### config.mk
export PLATFORM = sky130hd
export DESIGN_NAME = coremesh_sram_arbiter
export DESIGN_NICKNAME = d
export VERILOG_FILES = /design/src/rtl/coremesh_sram_arbiter.sv
export SDC_FILE = /design/constraint.sdc
export NUM_CORES = 1
export LEC_CHECK = 0
export CAP_MARGIN = 25
export CORE_AREA = 2 2 142 144
export DETAILED_ROUTE_END_ITERATION = 10
export DIE_AREA = 0 0 144 146
export GPL_ROUTABILITY_DRIVEN = 0
export PLACE_DENSITY = 0.67
export SLEW_MARGIN = 20
export SYNTH_ARGS = -nofsm -noshare
export SYNTH_HDL_FRONTEND = slang
export SYNTH_SLANG_ARGS = --single-unit
### constraint.sdc
create_clock -name clock -period 4.6 [get_ports clock]
set_input_delay 0.92 -clock clock [delete_from_list [all_inputs] [get_ports clock]]
set_output_delay 0.92 -clock clock [all_outputs]
set_load 0.02 [all_outputs]
### src/rtl/coremesh_sram_arbiter.sv
// -----------------------------------------------------------------------------
// coremesh_sram_arbiter
//   Shares one byte-enable SRAM port between N_REQ cluster masters.
//   The grant is combinational and round-robin.  The SRAM command is registered
//   one cycle after the accept.  The completion is routed back to the winner
//   two cycles after the accept.  This completion covers both reads and writes.
//
// Optional build macro: COREMESH_SRAM_ARB_PRIO_EN
//   When defined, the module adds the req_prio input.  Valid requesters with
//   prio set form a high class.  The high class always wins over the rest.
//   Round-robin from the shared pointer applies within the winning class.
//
// Ports
//   clock            in   single clock, all logic on posedge
//   reset            in   synchronous, active-low
//   req_valid        in   [N_REQ]             request present
//   req_ready        out  [N_REQ]             one-hot grant (combinational)
//   req_adr          in   [N_REQ*ADR_WIDTH]   packed word addresses
//   req_we           in   [N_REQ]             1 = write, 0 = read
//   req_sel          in   [N_REQ*DAT_WIDTH/8] packed byte enables
//   req_dat_w        in   [N_REQ*DAT_WIDTH]   packed write data
//   req_prio         in   [N_REQ]             high-priority flag (macro only)
//   rsp_valid        out  [N_REQ]             one-hot completion strobe
//   rsp_dat_r        out  [DAT_WIDTH]         read data, 0 unless a read completes
//   sram_addr        out  [ADR_WIDTH]         SRAM address
//   sram_write_en    out                      SRAM write strobe
//   sram_byte_en     out  [DAT_WIDTH/8]       SRAM byte enables
//   sram_write_data  out  [DAT_WIDTH]         SRAM write data
//   sram_read_data   in   [DAT_WIDTH]         valid one cycle after address
// -----------------------------------------------------------------------------
module coremesh_sram_arbiter #(
    parameter int N_REQ     = 4,
    parameter int ADR_WIDTH = 20,
    parameter int DAT_WIDTH = 32
) (
    input  logic                           clock,
    input  logic                           reset,
    input  logic [N_REQ-1:0]               req_valid,
    output logic [N_REQ-1:0]               req_ready,
    input  logic [N_REQ*ADR_WIDTH-1:0]     req_adr,
    input  logic [N_REQ-1:0]               req_we,
    input  logic [N_REQ*DAT_WIDTH/8-1:0]   req_sel,
    input  logic [N_REQ*DAT_WIDTH-1:0]     req_dat_w,
`ifdef COREMESH_SRAM_ARB_PRIO_EN
    input  logic [N_REQ-1:0]               req_prio,
`endif
    output logic [N_REQ-1:0]               rsp_valid,
    output logic [DAT_WIDTH-1:0]           rsp_dat_r,
    output logic [ADR_WIDTH-1:0]           sram_addr,
    output logic                           sram_write_en,
    output logic [DAT_WIDTH/8-1:0]         sram_byte_en,
    output logic [DAT_WIDTH-1:0]           sram_write_data,
    input  logic [DAT_WIDTH-1:0]           sram_read_data
);

    localparam int SEL_W = DAT_WIDTH / 8;
    localparam int IDX_W = (N_REQ > 1) ? $clog2(N_REQ) : 1;

    logic [IDX_W-1:0] rr_ptr_r;
    logic [N_REQ-1:0] elig_s;
    logic             grant_any_s;
    logic [IDX_W-1:0] grant_idx_s;
    logic             accept_s;
    logic [N_REQ-1:0] req_ready_s;

    logic             s1_valid_r;     // command stage holds a live op
    logic [IDX_W-1:0] s1_idx_r;
    logic             s1_read_r;
    logic [N_REQ-1:0] s1_onehot_s;
    logic [N_REQ-1:0] rsp_valid_r;
    logic             rsp_read_r;     // the completing op is a read

    // Eligible set: the high-priority class when present, otherwise all valid.
    always_comb begin
`ifdef COREMESH_SRAM_ARB_PRIO_EN
        if ((req_valid & req_prio) != {N_REQ{1'b0}}) begin
            elig_s = req_valid & req_prio;
        end else begin
            elig_s = req_valid;
        end
`else
        elig_s = req_valid;
`endif
    end

    // Round-robin search starting at rr_ptr_r, ascending with wrap.
    always_comb begin
        grant_any_s = 1'b0;
        grant_idx_s = {IDX_W{1'b0}};
        for (int k = 0; k < N_REQ; k++) begin
            if (!grant_any_s && elig_s[(int'(rr_ptr_r) + k) % N_REQ]) begin
                grant_any_s = 1'b1;
                grant_idx_s = IDX_W'((int'(rr_ptr_r) + k) % N_REQ);
            end else begin
                grant_idx_s = grant_idx_s;
            end
        end
    end

    // No accept can happen in a cycle whose closing edge applies reset.
    assign accept_s = grant_any_s & reset;

    // One-hot ready for the winner only.
    always_comb begin
        req_ready_s = {N_REQ{1'b0}};
        if (accept_s) begin
            req_ready_s[grant_idx_s] = 1'b1;
        end else begin
            req_ready_s = {N_REQ{1'b0}};
        end
    end

    assign req_ready   = req_ready_s;
    assign s1_onehot_s = {{(N_REQ-1){1'b0}}, 1'b1} << s1_idx_r;

    // Command stage, response stage and round-robin pointer.
    always_ff @(posedge clock) begin
        if (!reset) begin
            rr_ptr_r        <= {IDX_W{1'b0}};
            sram_addr       <= {ADR_WIDTH{1'b0}};
            sram_write_en   <= 1'b0;
            sram_byte_en    <= {SEL_W{1'b0}};
            sram_write_data <= {DAT_WIDTH{1'b0}};
            s1_valid_r      <= 1'b0;
            s1_idx_r        <= {IDX_W{1'b0}};
            s1_read_r       <= 1'b0;
            rsp_valid_r     <= {N_REQ{1'b0}};
            rsp_read_r      <= 1'b0;
        end else begin
            if (accept_s) begin
                sram_addr       <= req_adr[grant_idx_s*ADR_WIDTH +: ADR_WIDTH];
                sram_write_en   <= req_we[grant_idx_s];
                sram_byte_en    <= req_sel[grant_idx_s*SEL_W +: SEL_W];
                sram_write_data <= req_dat_w[grant_idx_s*DAT_WIDTH +: DAT_WIDTH];
                s1_valid_r      <= 1'b1;
                s1_idx_r        <= grant_idx_s;
                s1_read_r       <= ~req_we[grant_idx_s];
                if (int'(grant_idx_s) == N_REQ - 1) begin
                    rr_ptr_r <= {IDX_W{1'b0}};
                end else begin
                    rr_ptr_r <= grant_idx_s + IDX_W'(1);
                end
            end else begin
                // Idle cycle: address and data hold, strobes drop.
                sram_write_en <= 1'b0;
                sram_byte_en  <= {SEL_W{1'b0}};
                s1_valid_r    <= 1'b0;
                s1_read_r     <= 1'b0;
            end
            rsp_valid_r <= s1_valid_r ? s1_onehot_s : {N_REQ{1'b0}};
            rsp_read_r  <= s1_valid_r & s1_read_r;
        end
    end

    assign rsp_valid = rsp_valid_r;
    // SRAM read data for the completing read passes through combinationally.
    assign rsp_dat_r = rsp_read_r ? sram_read_data : {DAT_WIDTH{1'b0}};

endmodule

==> results_dict.tcl <==
set metrics [dict create \
    ctsResizeCount 0 \
    vias 4802 \
    drive_gt1_frac 0.0542 \
    synth_top_cell_by_area "dfxtp_1" \
    h-tree-depth 3 \
    post_cts_buffers 0 \
    numCtsBuffers 9 \
    cp-end-kind "output pin" \
    cp_slowest_stage_delay_ns 0.66 \
    clk_transition_reported_paths_ns 0.06 \
    rsz0062_at_grt "false" \
    hold_buffers 0 \
    chipWidth_um 144 \
    clockRootBuffer "clkbuf_16" \
    drv_cap 0 \
    cp-start-kind "input port" \
    mappedNetlistArea_um2 3820 \
    clk_latency_ns 0.33 \
    fillers 1937 \
    area_delta_synth_final_pct 108 \
    p_leak_nw 3.05 \
    whs_endpoint "rsp_read_r$_SDFF_PN0_" \
    period_share 0.890 \
    use_met1 0.178 \
    vdd_drop_max_mv 0.153 \
    rr_endpoint "sram_write_data[5]$_SDFFE_PN0P_" \
    rows 51 \
    whs_path_depth 1 \
    synthDistinctLibCells 35 \
    yosys_register_bits 68 \
    critPathRequiredTime_ns 3.68 \
    netlist_instances 415 \
    multi_input_area_um2 2240 \
    initial_utilization 0.198 \
    cpLargestDelayFamily "buffers and inverters" \
    nNetsFinal 1018 \
    path_class "input port to output pin" \
    switchingPower_mw 0.682 \
    ctsLongestPathBuffers 2 \
    sw_frac_of_total 0.301 \
    holdCritStartpoint "s1_read_r$_SDFF_PN0_" \
    die-area_um2 21000 \
    synth_nets 681 \
    grt_use_total 0.164 \
    regArea_um2 1360 \
    final_area_um2 7960 \
    finalHoldViolCount 0 \
    core_region_area_um2 19300 \
    status "complete, no violations" \
    die_h_um 146 \
    netlist.area_leader.share 0.356 \
    critical_path.slowest_cell "clkdlybuf4s50_1" \
    drcViolationCount 0 \
    regToRegSetupSlack_ns 2.55 \
    synthTopCellsByArea "dfxtp_1, mux2i_1, a221oi_1" \
    cts_tree "built" \
    drt_pre_antenna_iters 4 \
    io-pin-count 363 \
    synth-seq-area-share 0.356 \
    port_buffers 362 \
    synth.most_common_cell "dfxtp_1" \
    grt_pass1_wl_um 26700 \
    grt_max_degree 60 \
    via_per_inst 4.70 \
    met2_usage 0.303 \
    p_clk_frac 0.308 \
    clock.fmax_mhz 244 \
    dr.first_iter.drc_count 156 \
    clock_skew_ns 0.0103 \
    antenna-diode-count 0 \
    overflow 0 \
    wirelength_um 18000 \
    grt_pass1_vias 4842 \
    fin_tns_setup_ns 0 \
    r2r_cells 6 \
    post_drt_wl_per_cell_um 17.6 \
    fin_hold_ws_ns 0.471 \
    worst-path-buf-inv 2 \
    synth-edff-count 0 \
    async_flop_share 0 \
    p_seq_frac 0.314 \
    slew_viol_final 0 \
    dp_hpwl_um 13400 \
    ys.flop_type "dfxtp_1" \
    power.internal_mw 1.59 \
    relSlewSlack 0.536 \
    finalCriticalPeriod_ns 4.09 \
    grt_busiest_layer "met2" \
    r2r-start "rr_ptr_r[1]$_SDFFE_PN0P_" \
    antenna_found_initial 0 \
    tightest_slew_ns 0.696 \
    grtUsageMet3 0.0431 \
    setup_viol 0 \
    critPathMaxFanout 14 \
    synth_common_cells "dfxtp_1, mux2i_1, o22ai_1" \
    power.density_nw_per_um2 285 \
    critPathArrivalTime_ns 3.17 \
    clock-sinks 68 \
    comb_power_share 0.378 \
    postPlaceCellArea_um2 7670 \
    hp-class "flop to flop" \
    yosys_warnings 0 \
    crit_path_cell_trace "clkdlybuf4s50_1, nor2b_2, nor2_1, o22ai_4, nand2_2, nor2_1, clkdlybuf4s50_1" \
    syn_avg_cell_area_um2 9.21 \
    ant_nets 0 \
]
-- area by class of cell --
type                    instances  share of cell area
clock buffers                  11              0.0305
flip-flops and latches         68               0.171
inverters                       3             0.00141
well taps                     265              0.0417
repair buffers                372               0.467
clock inverters                 4             0.00629
multi-input cells             298               0.282
-- worst max path at each step --
| stage | startpoint | slack [ns] | cells after the start | endpoint |
|---|---|---|---|---|
| final | req_valid[0] | 0.51 | 7 | req_ready[1] |
| after global routing | req_valid[0] | 0.43 | 7 | req_ready[1] |
| after global placement | req_valid[0] | 0.55 | 7 | req_ready[1] |
| after detailed placement | req_valid[0] | 0.50 | 7 | req_ready[1] |
| after floorplan | req_valid[0] | 1.47 | 7 | req_ready[3] |
| after CTS | req_valid[0] | 0.51 | 7 | req_ready[1] |
-- placed cells by master (no fill, tap or decap), types with 2 or more instances in the layout --
cell	Yosys	final
clkinvlp_4	0	2
clkbuf_16	0	9
nand2_1	6	5
buf_12	0	2
o21ai_0	52	52
and3_1	3	2
a221oi_1	47	47
nand2b_1	2	2
clkdlybuf4s50_1	0	361
a21boi_1	2	2
o221ai_1	2	2
o22ai_1	58	58
a21oi_1	2	2
dfxtp_1	68	68
mux2i_1	62	62
a221oi_2	5	5
nor3b_1	2	2
buf_4	1	8
nor2_1	6	6
mux2_2	2	2
inv_1	3	3
and2_1	32	32
-- per-stage QoR --
step / power [mW] / util / setup slack [ns] / cells
after floorplan: 1.11 / - / 1.47 / 415
after global placement: 1.59 / 0.396 / 0.551 / 1006
after detailed placement: 1.59 / 0.396 / 0.503 / 1006
after CTS: 2.30 / 0.412 / 0.505 / 1021
after global routing: 2.38 / 0.412 / 0.434 / 1021
final: 2.27 / 0.412 / 0.508 / 1021
-- power groups by stage --
stage	sequential, mW	clock (mW)	combinational, mW
finish	0.712	0.698	0.857
global route	0.722	0.748	0.913
CTS	0.712	0.725	0.867
detailed placement	0.724	0	0.864
global placement	0.720	0	0.865
floorplan	0.805	0	0.309
-- worst register-to-register path, cell delays in order (launching register included) --
cell and delay, ns:
dfxtp_1 0.42, a21o_1 0.20, a21oi_1 0.23, o22ai_4 0.21
nand2_2 0.12, buf_4 0.53, o22ai_1 0.22
-- registers in the layout, summed over array words and instances (netlist names) --
name / count
s1_idx_r: 2
sram_write_data: 32
rr_ptr_r: 2
sram_addr: 20
rsp_read_r: 1
sram_byte_en: 4
s1_read_r: 1
sram_write_en: 1
s1_valid_r: 1
rsp_valid: 4
-- metal layers --
metal | vias up | routed length (µm) | part of all wire
li1 | 2309 | - | -
met2 | 248 | 9200 | 0.51
met5 | - | 0 | 0
met3 | 21 | 1650 | 0.092
met1 | 2224 | 6800 | 0.38
met4 | 0 | 353 | 0.020
-- cells by family after synthesis --
| group | after synthesis | synth area share |
|---|---|---|
| AO/OA/AOI/OAI | 176 | 0.322 |
| flip-flops | 68 | 0.356 |
| multiplexers | 64 | 0.168 |
| AND/OR/NAND/NOR | 58 | 0.0903 |
| buffers and inverters | 49 | 0.0628 |
(Power assumes the default switching activity.)
